==> src/rtl/hazard_stall_ctrl.sv <==
// Pipeline stall/flush controller for a 5-stage MIPS core: load-use bubbles,
// branch flushes and memory-wait freezes with a timeout and a stall counter.
module hazard_stall_ctrl #(
    parameter int unsigned MAX_WAIT = 16,
    parameter int unsigned CNT_W    = 16
) (
    input  logic             clk_i,
    input  logic             rst_i,
    input  logic             IDEX_MemRead_i,
    input  logic [4:0]       IDEX_Rt_i,
    input  logic [4:0]       IFID_Rs_i,
    input  logic [4:0]       IFID_Rt_i,
    input  logic             IFID_UsesRt_i,
    input  logic             Branch_i,
    input  logic             MemBusy_i,
    output logic             PCWrite_o,
    output logic             IFIDWrite_o,
    output logic             IDEXBubble_o,
    output logic             IFIDFlush_o,
    output logic             PipeFreeze_o,
    output logic             Timeout_o,
    output logic [CNT_W-1:0] StallCount_o
);

    typedef enum logic [1:0] {
        ST_RUN      = 2'b00,
        ST_LU_STALL = 2'b01,
        ST_MEM_WAIT = 2'b10
    } state_e;

    localparam logic [CNT_W-1:0] CNT_ONE  = CNT_W'(1);
    localparam logic [CNT_W-1:0] WAIT_LIM = CNT_W'(MAX_WAIT);

    function automatic logic [CNT_W-1:0] sat_inc(input logic [CNT_W-1:0] v);
        return (v == {CNT_W{1'b1}}) ? v : v + CNT_ONE;
    endfunction

    state_e           state_q, state_d;
    logic [CNT_W-1:0] wait_cnt_q, wait_cnt_d;
    logic [CNT_W-1:0] stall_cnt_q, stall_cnt_d;
    logic             timeout_q, timeout_d;

    logic             hazard_s;
    logic             hazard_eff_s;
    logic             pc_write_s;
    logic             ifid_write_s;
    logic             idex_bubble_s;
    logic             ifid_flush_s;
    logic             pipe_freeze_s;

    // Load-use hazard: the load in EX writes a register the ID instruction reads.
    always_comb begin
        hazard_s = IDEX_MemRead_i && (IDEX_Rt_i != 5'd0) &&
                   ((IDEX_Rt_i == IFID_Rs_i) ||
                    (IFID_UsesRt_i && (IDEX_Rt_i == IFID_Rt_i)));
        // The ID instruction already saw its bubble; do not stall it twice.
        hazard_eff_s = hazard_s && (state_q != ST_LU_STALL);
    end

    // Next state, wait counter and pipeline control outputs.
    always_comb begin
        pc_write_s    = 1'b1;
        ifid_write_s  = 1'b1;
        idex_bubble_s = 1'b0;
        ifid_flush_s  = 1'b0;
        pipe_freeze_s = 1'b0;
        state_d       = ST_RUN;
        wait_cnt_d    = '0;
        if (rst_i) begin
            state_d = ST_RUN;
        end else begin
            case (state_q)
                ST_RUN, ST_LU_STALL, ST_MEM_WAIT: begin
                    // Busy memory wins over everything; a non-busy MEM_WAIT acts as RUN.
                    if (MemBusy_i) begin
                        pipe_freeze_s = 1'b1;
                        pc_write_s    = 1'b0;
                        ifid_write_s  = 1'b0;
                        state_d       = ST_MEM_WAIT;
                        wait_cnt_d    = (state_q == ST_MEM_WAIT) ? sat_inc(wait_cnt_q) : CNT_ONE;
                    end else if (hazard_eff_s) begin
                        pc_write_s    = 1'b0;
                        ifid_write_s  = 1'b0;
                        idex_bubble_s = 1'b1;
                        state_d       = ST_LU_STALL;
                    end else if (Branch_i) begin
                        ifid_flush_s  = 1'b1;
                        state_d       = ST_RUN;
                    end else begin
                        state_d       = ST_RUN;
                    end
                end
                default: begin
                    state_d = ST_RUN;
                end
            endcase
        end
    end

    // Sticky timeout and saturating stall statistic.
    always_comb begin
        timeout_d   = timeout_q || (wait_cnt_d >= WAIT_LIM);
        stall_cnt_d = pc_write_s ? stall_cnt_q : sat_inc(stall_cnt_q);
    end

    // State and counter registers with synchronous reset.
    always_ff @(posedge clk_i) begin
        if (rst_i) begin
            state_q     <= ST_RUN;
            wait_cnt_q  <= '0;
            stall_cnt_q <= '0;
            timeout_q   <= 1'b0;
        end else begin
            state_q     <= state_d;
            wait_cnt_q  <= wait_cnt_d;
            stall_cnt_q <= stall_cnt_d;
            timeout_q   <= timeout_d;
        end
    end

    assign PCWrite_o    = pc_write_s;
    assign IFIDWrite_o  = ifid_write_s;
    assign IDEXBubble_o = idex_bubble_s;
    assign IFIDFlush_o  = ifid_flush_s;
    assign PipeFreeze_o = pipe_freeze_s;
    assign Timeout_o    = timeout_q;
    assign StallCount_o = stall_cnt_q;

endmodule

==> config.mk <==
export PLATFORM = sky130hd
export DESIGN_NAME = hazard_stall_ctrl
export DESIGN_NICKNAME = d
export VERILOG_FILES = /design/src/rtl/hazard_stall_ctrl.sv
export SDC_FILE = /design/constraint.sdc
export NUM_CORES = 1
export LEC_CHECK = 0
export CAP_MARGIN = 10
export CORE_ASPECT_RATIO = 0.7
export CORE_MARGIN = 2
export CORE_UTILIZATION = 50
export CTS_CLUSTER_SIZE = 14
export DETAILED_ROUTE_END_ITERATION = 7
export PLACE_DENSITY = 0.75
export SKIP_LAST_GASP = 1
export SLEW_MARGIN = 20
export SYNTH_ARGS = -nofsm -noshare
export SYNTH_HDL_FRONTEND = slang
export SYNTH_SLANG_ARGS = --single-unit
==> constraint.sdc <==
create_clock -name clk_i -period 3.8 [get_ports clk_i]
set_input_delay 1.14 -clock clk_i [delete_from_list [all_inputs] [get_ports clk_i]]
set_output_delay 1.14 -clock clk_i [all_outputs]
set_load 0.02 [all_outputs]
# Yosys cells after proc, flatten, opt, wreduce, memory -nomap -nowiden

Index checks and enable logic that the tools add are counted.
W data, S select, Z words.

Bits of input ports: 21
Word-level logic and storage cells: 53
Output and inout port bits: 22
Flip-flop bits (word level): 35

Equal/unequal tests: 7
Bitwise logic cells: 3
Multiplexer cells: 23
Order comparisons: 1
Add/sub/neg operators: 2
Reductions and logical operators: 12

Operators with widths:

| cell                    | count |
|---|---|
| $mux W16                | 5 |
| $add A16 B1 Y16 const B | 2 |
| $eq A16 B16 Y1 const B  | 2 |
| $mux W1                 | 17 |
| $ge A16 B5 Y1 const B   | 1 |
| $eq A5 B5 Y1            | 2 |
| $reduce_or A3 Y1        | 2 |
| $reduce_bool A5 Y1      | 1 |
| $logic_and A1 B1 Y1     | 4 |
| $not A1 Y1              | 3 |
| $eq A2 B1 Y1 const B    | 1 |
| $eq A2 B2 Y1 const B    | 1 |
| $logic_not A2 Y1        | 1 |
| $logic_or A1 B1 Y1      | 2 |
| $mux W2                 | 1 |
| $ne A2 B1 Y1 const B    | 1 |
| $reduce_and A2 Y1       | 1 |
| $reduce_or A2 Y1        | 1 |

# Logic depth before layout (Yosys ltp)

Gate-level depths: netlist (run 1).

Depth after elaboration: 11
Mapped depth: 9
Depth with buffers taken out: 7

# Worst setup path before layout (run 1)

No wires, ideal clock.

Path kind: in2out
Start: input IDEX_Rt_i[1]
End: output PCWrite_o
Stages on the path: 8
Data required time: 2660 ps
Arrival: 2599 ps
Path buffers: 3
Setup slack: 61 ps
Cell sequence: or4_1 > o221ai_1 > inv_1 > a31o_2 > inv_2 > buf_6 > buf_6 > buf_4

Longest elaborated chain between the ends: 9
Elaborated cells between the ends (all ways): 12
Those cells by class: eq/ne: 2; mux: 4; reduce/logical: 6

Ends and longest elaborated chain:

| what                    | RTL line | source |
|---|---|---|
| from (decl)             | 10       | `input logic [4:0] IDEX_Rt_i,` |
| $eq A5 B5 Y1            | 55       | `(IFID_UsesRt_i && (IDEX_Rt_i == IFID_Rt_i)));` |
| $logic_and A1 B1 Y1     | 55       |  |
| $logic_or A1 B1 Y1      | 54       | `((IDEX_Rt_i == IFID_Rs_i) \|\|` |
| $logic_and A1 B1 Y1 *   | 53       | `hazard_s = IDEX_MemRead_i && (IDEX_Rt_i != 5'd0) &&` |
| $logic_and A1 B1 Y1 *   | 57       | `hazard_eff_s = hazard_s && (state_q != ST_LU_STALL);` |
| $mux W1 * (4 in series) | n/a      |  |
| to (decl)               | 16       | `output logic PCWrite_o,` |

Mark *: on every way between the ends. The rest lies on a longest branch, timed or not.

# Worst setup path after layout (run 1)

Start: input rst_i
End: output PipeFreeze_o

Longest elaborated chain between the ends: 1

Ends and longest elaborated chain:

| what        | RTL line | source |
|---|---|---|
| from (decl) | 8        | `input logic rst_i,` |
| $mux W1     | 69       | `if (rst_i) begin` |
| to (decl)   | 20       | `output logic PipeFreeze_o,` |

No other way between the ends.

==> qor.log, run 1 <==
[worst_hold_path] Hold Path End Timeout_o
[clocking] clock root buffer master sky130_fd_sc_hd__clkbuf_8
[synthesis] FF+latch count, synth 35
[worst_setup_path] most frequent cell on the critical path sky130_fd_sc_hd__clkdlybuf4s50_1
[drt] # DRC 0
[worst_setup_path] Worst EP arrival 2570 ps
[worst_setup_path] Critical-path top delay cell sky130_fd_sc_hd__clkdlybuf4s50_1
[drt] via/cell ratio 5.82
[cells_and_area] Syn-to-layout area delta 31.5%
[cells_and_area] most common cell after layout, fill and taps aside sky130_fd_sc_hd__dfxtp_1
[clocking] number of clock sinks seen by CTS 35
[grt] remaining global-route overflow 0
[worst_setup_path] register-to-register setup slack 1450 ps
[cells_and_area] n_diodes 0
[clocking] H-Tree Level Count 2
[worst_setup_path] Slowest Stage Delay on Critical Path 620 ps
[synthesis] number of nets produced by synthesis 246
[synthesis] EDFF count, synth 0
[drt] remaining number of nets flagged by the antenna check after routing 0
[drt] drt first pass iters 4
[run_status] result of the run finished clean
[synthesis] number of warnings issued by yosys 0
[worst_hold_path] HP Class flip-flop to flip-flop
[grt] maximum number of pins on one net before global-route repair 28
[sta] count of endpoints failing hold in the final timing report 0
[sta] transition time at the pin with the least slew margin 834 ps
[synthesis] xor/xnor cell area share of the yosys netlist 7.77%
[worst_setup_path] origin of the worst setup path rst_i
[worst_setup_path] instance count on the critical path 4
[pwr] VDD IR max 0.160 mV
[worst_setup_path] critical path capture point type primary output
[placed_design] HPWL after detailed placement 3400 microns
[drt] wire per inst 13.8 microns
[worst_setup_path] data required time of the worst path 2660 ps
[worst_hold_path] number of instances on the worst hold path 1
[floorplan] width of the die 78.0 microns
[sta] final worst-path cycle share 97.5%
[worst_setup_path] Critical path buffers and inverters 2
[drt] Initial DRC Count 168
[cells_and_area] final instance area 0.00252 sq mm
[floorplan] Die Height 55.8 microns
[pwr] standby leakage power 0.856 nW
[grt] Total Routing Usage GR 22.1%
[grt] global-route wire length before repair 7640 microns
[pwr] Pwr Density 276 mW/mm^2
[drt] final WL 4480 microns
[sta] largest clock skew in the final design 8.12 ps
[worst_setup_path] cells along the critical path clkdlybuf4s50_1 -> a21oi_2 -> and2_1 -> clkdlybuf4s50_1
[cells_and_area] count of nets after finishing 299
[synthesis] post-synthesis simple-gate area fraction 29.7%
[cells_and_area] layout cell share with drive strength beyond 1 12.4%
[sta] shortest period the worst path allows 3710 ps
[synthesis] mux share of post-synthesis cell area 0.523%
[clocking] Clock Path Buffers 2
[clocking] TritonCTS clock tree done
[synthesis] area share of fa/ha/maj cells after synthesis 1.31%
[floorplan] Top-Level Pins 43
[worst_setup_path] Top delay family on crit path buffers and inverters
[sta] relative slew slack 44.2%
[sta] highest clock frequency the design can meet 270 MHz
[clocking] Clock Pin Slew Worst Setup and Hold Paths 60 ps
[synthesis] post-synthesis average cell area 8.59 sq um
[worst_setup_path] Reg2Reg Launch Point wait_cnt_q[0]
[sta] number of pins with negative max-slew slack in the final report 0
[drt] Via Count 1,891
[sta] setup repair after global routing missed its margin yes
[synthesis] Synth area leader sky130_fd_sc_hd__dfxtp_1
[sta] smallest hold slack 496 ps
[sta] final-report setup violation count 0
[floorplan] placeable core region 0.00360 sq mm
[clocking] clk_lat worst skew 290 ps
[worst_setup_path] count of cells along the worst register-to-register path 6
[clocking] post-CTS repair timing setup buffer count 0
[grt] initial antenna violation count 0
[synthesis] largest family of logic cells by synthesized area simple AND/OR/NAND/NOR gates
[synthesis] share of async-settable or async-resettable flops after synthesis 0%
[worst_hold_path] worst min-delay path startpoint Timeout_o
[worst_setup_path] critical-path maximum fanout 4
[synthesis] fraction of post-synthesis cell area in the top cell type by area 36.6%
[floorplan] Site Rows 18
[synthesis] Synth Instances 223
[synthesis] Yosys cell types 49
[placed_design] Placement Cell Area 0.00244 sq mm
[synthesis] dominant cells by area after synthesis sky130_fd_sc_hd__dfxtp_1, sky130_fd_sc_hd__xnor2_1, sky130_fd_sc_hd__a21oi_1, sky130_fd_sc_hd__nand3_1, sky130_fd_sc_hd__or4_1
[synthesis] most frequently used flop master after synthesis sky130_fd_sc_hd__dfxtp_1
[job] Max-cap violations 0
[synthesis] sequential cell area fraction in the yosys report 36.6%
[synthesis] area of the mapped netlist 0.00192 sq mm
[grt] via count of the first global-routing pass 1,627
[clocking] clock buffers created by TritonCTS 5
[floorplan] Initial Utilization 53.2%
[placed_design] # port buffers 42
[cells_and_area] highest-count cells in the layout ignoring fill and taps sky130_fd_sc_hd__dfxtp_1, sky130_fd_sc_hd__clkdlybuf4s50_1, sky130_fd_sc_hd__a21oi_1
[placed_design] routability cong. 0.823
[worst_setup_path] crit path launch type input port
[synthesis] Synth Area in Compound Gates 20.3%
[worst_setup_path] RR Endpoint Timeout_o
[worst_setup_path] Crit Path Class input port to primary output
[floorplan] DIE AREA 0.00435 sq mm
## synth_stat cells, types with 4 or more instances
library cell	number
sky130_fd_sc_hd__dfxtp_1	35
sky130_fd_sc_hd__o31ai_1	9
sky130_fd_sc_hd__nand4_1	4
sky130_fd_sc_hd__and4_1	4
sky130_fd_sc_hd__inv_1	5
sky130_fd_sc_hd__nor2_1	15
sky130_fd_sc_hd__or4_1	11
sky130_fd_sc_hd__o41ai_1	4
sky130_fd_sc_hd__o21ai_0	5
sky130_fd_sc_hd__nand2_1	14
sky130_fd_sc_hd__a21oi_1	20
sky130_fd_sc_hd__and3_1	10
sky130_fd_sc_hd__clkbuf_1	4
sky130_fd_sc_hd__nand3_1	17
sky130_fd_sc_hd__xnor2_1	15
## flip-flops by register name (all words and copies together), names as in the netlist
name          count
StallCount_o     16
wait_cnt_q       16
state_q           2
Timeout_o         1
## worst register-to-register path, cell delays in order, from the launching register on
cell	delay, ps
sky130_fd_sc_hd__dfxtp_1	410
sky130_fd_sc_hd__ha_1	250
sky130_fd_sc_hd__nand3_2	160
sky130_fd_sc_hd__nor3_4	340
sky130_fd_sc_hd__a311oi_1	170
sky130_fd_sc_hd__or4_1	530
sky130_fd_sc_hd__o41a_1	370
## layer usage
layer	up-vias	global-route usage, %	wire, microns
li1	957	-	-
met1	847	33.1	2310
met2	80	28.6	1680
met3	7	7.79	432
met4	0	8.27	61
met5	-	0	0
## cell type report
type                            count  area [sq um]
Multi-Input combinational cell    174          1150
Fill cell                         299          1080
Sequential cell                    35           701
Timing Repair Buffer               54           507
Clock buffer                        6          72.6
Tap cell                           50          62.6
Inverter                            6          25.0
## metrics by stage
stage	total power [W]	TNS, ps	std cells	worst slack [ps]	utilization [%]
floorplan	0.000417	0	223	60.8	-
global placement	0.000459	-2240	319	-669	67.7
detailed placement	0.000460	-2220	319	-674	67.7
CTS	0.000702	0	325	30.0	69.6
global route	0.000728	-4.78	325	-4.78	69.9
finish	0.000696	0	325	94.4	69.9
## timing repair
| action | 4_1_cts | 5_1_grt |
|---|---|---|
| hold endpoints to repair | 0 | 0 |
| pin swaps | 3 | 2 |
| endpoints found under the setup margin | 5 | 4 |
| hold buffers | 0 | 0 |
| resized for setup | 25 | 4 |
## cell families (layout without fill, tap and decap cells)
| family | Yosys count | in the layout |
|---|---|---|
| buf+inv | 14 | 66 |
| compound gates | 58 | 58 |
| xor+xnor | 17 | 17 |
| mux | 1 | 1 |
| fa+ha+maj | 2 | 2 |
| simple gates | 96 | 96 |
| flops | 35 | 35 |
## power by group
group	leakage [nW]	switching (W)	total (W)	internal, W
registers	0.283	0.00000394	0.000373	0.000369
clock network	0.0371	0.000123	0.000245	0.000122
logic	0.536	0.0000352	0.0000784	0.0000432
## worst max-delay path by stage
stage	end	slack (ps)
3_3_place_gp	IFIDWrite_o	-670
4_1_cts	IFIDWrite_o	30
2_1_floorplan	PCWrite_o	60
6_report	PipeFreeze_o	90
5_1_grt	IFIDFlush_o	-5
3_5_place_dp	IFIDWrite_o	-670
No activity file was read; power rests on OpenSTA's default activity.
==> run 2: changes to the inputs <==
- TNS_END_PERCENT: unset -> 30
==> run 2 against run 1 <==
Hold slack lost 2.5 ps. Critical path depth is the same. Cell area shrank 0.84%. Die area is the same. Combinational power shrank 1%. Core utilization shrank 0.59 points. Clock skew is essentially flat. Non-clock buffer count is the same. Critical endpoint unchanged. Largest cell class unchanged.
==> qor.log, run 2 (synthesis results as in run 1) <==
[sta] relative slew slack 44.5% [+0.36 points]
[cells_and_area] count of nets after finishing 299 [unchanged]
[placed_design] routability cong. 0.823 [unchanged]
[cells_and_area] n_diodes 0 [unchanged]
[worst_setup_path] count of cells along the worst register-to-register path 6 [unchanged]
[worst_setup_path] Reg2Reg Launch Point wait_cnt_q[0]
[drt] drt first pass iters 4 [unchanged]
[drt] remaining number of nets flagged by the antenna check after routing 0 [unchanged]
[clocking] H-Tree Level Count 2 [unchanged]
[cells_and_area] final instance area 0.00250 sq mm [-0.84%]
[worst_setup_path] Crit Path Class input port to primary output
[run_status] result of the run finished clean
[cells_and_area] layout cell share with drive strength beyond 1 11.3% [-1.1 points]
[sta] final worst-path cycle share 99.8% [+2.3 points]
[worst_setup_path] RR Endpoint Timeout_o
[floorplan] width of the die 78.0 microns [unchanged]
[clocking] clock buffers created by TritonCTS 5 [unchanged]
[pwr] overall power 0.000695 W [-0.27%]
[cells_and_area] highest-count cells in the layout ignoring fill and taps sky130_fd_sc_hd__dfxtp_1, sky130_fd_sc_hd__clkdlybuf4s50_1, sky130_fd_sc_hd__a21oi_1
[grt] remaining global-route overflow 0 [unchanged]
[worst_setup_path] Critical path buffers and inverters 2 [unchanged]
[drt] # DRC 0 [unchanged]
[pwr] proportion of power drawn by the clock network 35.1% [about the same]
[pwr] NetSw 0.000160 W [-0.90%]
[worst_setup_path] data required time of the worst path 2660 ps [about the same]
[pwr] part of the power in registers 53.7% [about the same]
[grt] global-route wire length before repair 7640 microns [unchanged]
[cells_and_area] most common cell after layout, fill and taps aside sky130_fd_sc_hd__dfxtp_1
[worst_setup_path] most frequent cell on the critical path sky130_fd_sc_hd__clkdlybuf4s50_1
[floorplan] Die Height 55.8 microns [unchanged]
[drt] via/cell ratio 5.90 [+1.5%]
[cells_and_area] area taken by flip-flops and latches 701 sq um [unchanged]
[clocking] hold buffer count at CTS 0 [unchanged]
[worst_hold_path] worst min-delay path startpoint Timeout_o
[worst_setup_path] Worst EP arrival 2650 ps [+80 ps]
[pwr] VDD IR max 0.155 mV [-3.2%]
[sta] transition time at the pin with the least slew margin 828 ps [-5.38 ps]
[worst_setup_path] Slowest Stage Delay on Critical Path 620 ps [about the same]
[drt] Initial DRC Count 170 [+1.2%]
[drt] final WL 4470 microns [-0.13%]
[grt] Total Routing Usage GR 22.1% [unchanged]
[sta] count of endpoints failing hold in the final timing report 0 [unchanged]
[placed_design] instance count after placement with tap cells included 319 [unchanged]
[placed_design] # port buffers 42 [unchanged]
[worst_setup_path] cells along the critical path clkdlybuf4s50_1 -> a21oi_1 -> and2_1 -> clkdlybuf4s50_1
[grt] maximum number of pins on one net before global-route repair 28 [unchanged]
[worst_setup_path] register-to-register setup slack 1450 ps [about the same]
[drt] Via Count 1,919 [+1.5%]
[cells_and_area] footprint of the multi-input gates 0.00114 sq mm [-0.87%]
[sta] final-report setup violation count 0 [unchanged]
[placed_design] Post-Place Setup Slack -674 ps [unchanged]
[sta] final worst setup slack 5.85 ps [-88.5 ps]
[clocking] post-CTS repair timing setup buffer count 0 [unchanged]
[pwr] Pwr Density 278 mW/mm^2 [+0.57%]
[pwr] standby leakage power 0.847 nW [-1.0%]
[sta] setup repair after global routing missed its margin yes
[clocking] TritonCTS clock tree done
[floorplan] Site Rows 18 [unchanged]
[sta] shortest period the worst path allows 3790 ps [+88.5 ps]
[worst_hold_path] HP Class flip-flop to flip-flop
[worst_setup_path] Top delay family on crit path buffers and inverters
[worst_setup_path] critical-path maximum fanout 4 [unchanged]
[cells_and_area] Core Util, Final 69.3% [-0.59 points]
[worst_setup_path] crit path launch type input port
[grt] via count of the first global-routing pass 1,627 [unchanged]
[clocking] clock root buffer master sky130_fd_sc_hd__clkbuf_8
[cells_and_area] Syn-to-layout area delta 30.4%
[floorplan] Initial Utilization 53.2% [unchanged]
[floorplan] placeable core region 0.00360 sq mm [unchanged]
[clocking] Clock Pin Slew Worst Setup and Hold Paths 60 ps [about the same]
[floorplan] DIE AREA 0.00435 sq mm [unchanged]
[pwr] Switching Share 23.1% [-0.15 points]
[drt] wire per inst 13.8 microns [-0.13%]
[floorplan] Top-Level Pins 43 [unchanged]
[sta] highest clock frequency the design can meet 264 MHz [-2.3%]
[worst_setup_path] critical path capture point type primary output
[worst_setup_path] origin of the worst setup path rst_i
[grt] initial antenna violation count 0 [unchanged]
[cells_and_area] final instance count without filler cells 325 [unchanged]
[worst_setup_path] Critical-path top delay cell sky130_fd_sc_hd__clkdlybuf4s50_1
[pwr] combinational share of power 11.1% [-0.2 points]
[clocking] Clock Path Buffers 2 [unchanged]
[clocking] clk_lat worst skew 290 ps [about the same]
[pwr] internal power consumption 0.000534 W [about the same]
[cells_and_area] fill cell count 304 [+1.7%]
[placed_design] Placement Cell Area 0.00244 sq mm [unchanged]
[job] Max-cap violations 0 [unchanged]
[worst_hold_path] number of instances on the worst hold path 1 [unchanged]
[sta] largest clock skew in the final design 8.54 ps [+0.412 ps]
[clocking] number of clock sinks seen by CTS 35 [unchanged]
[placed_design] HPWL after detailed placement 3400 microns [unchanged]
[sta] number of pins with negative max-slew slack in the final report 0 [unchanged]
[worst_hold_path] Hold Path End Timeout_o
-- run 2: cell types whose count changed in the layout (fill, tap and decap cells not counted) --
cell / delta
sky130_fd_sc_hd__o221ai_1: +1
sky130_fd_sc_hd__inv_4: -1
sky130_fd_sc_hd__clkdlybuf4s50_1: +1
sky130_fd_sc_hd__inv_1: +1
sky130_fd_sc_hd__a21oi_1: +1
sky130_fd_sc_hd__dlymetal6s2s_1: -1
sky130_fd_sc_hd__clkdlybuf4s15_2: -1
sky130_fd_sc_hd__clkbuf_2: +1
sky130_fd_sc_hd__a21oi_2: -1
sky130_fd_sc_hd__o221ai_2: -1
-- run 2: worst max-delay path by stage --
| stage | endpoint | slack (ps) | cells after the start |
|---|---|---|---|
| final | PipeFreeze_o | 6 | 4 |
| after global routing | IFIDWrite_o | -90 | 7 |
| after CTS | PipeFreeze_o | -20 | 4 |
| after detailed placement | IFIDWrite_o | -670 | 7 |
| after global placement | IFIDWrite_o | -670 | 7 |
| after floorplan | PCWrite_o | 60 | 8 |
-- run 2: what timing repair did --
item / CTS / global route
pin swaps: 3 / 0
gates resized for setup: 23 / 1
setup endpoints to repair: 5 / 5
-- run 2: through the flow --
step / setup TNS [ps] / hold WS, ps
3_3_place_gp: -2240 / 475
6_report: 0 / 494
5_1_grt: -311 / 528
3_5_place_dp: -2220 / 483
2_1_floorplan: 0 / 484
4_1_cts: -19.5 / 499
-- run 2: routing by layer --
| metal | part of all wire (%) | vias to the layer above | GRT usage [%] |
|---|---|---|---|
| li1 | - | 961 | - |
| met1 | 51 | 877 | 33.1 |
| met2 | 39 | 74 | 28.6 |
| met3 | 8.9 | 7 | 7.79 |
| met4 | 1.4 | 0 | 8.27 |
| met5 | 0 | - | 0 |
-- run 2: cell type report --
type	instances	share of cell area [%]
Sequential cell	35	28.0
Multi-Input combinational cell	174	45.7
Timing Repair Buffer	54	19.9
Clock buffer	6	2.90
Tap cell	50	2.50
Inverter	6	0.901
-- run 2: worst reg2reg max path: stages (launching register included) --
cell                       delay [ps]
sky130_fd_sc_hd__dfxtp_1          410
sky130_fd_sc_hd__ha_1             250
sky130_fd_sc_hd__nand3_2          160
sky130_fd_sc_hd__nor3_4           340
sky130_fd_sc_hd__a311oi_1         170
sky130_fd_sc_hd__or4_1            530
sky130_fd_sc_hd__o41a_1           370
-- run 2: power by group through the flow --
stage	clock, W	combinational (W)	sequential (W)
after floorplan	0	0.0000355	0.000382
final	0.000244	0.0000773	0.000373
after detailed placement	0	0.0000790	0.000381
after global placement	0	0.0000782	0.000381
after global routing	0.000270	0.0000836	0.000373
after CTS	0.000251	0.0000778	0.000373
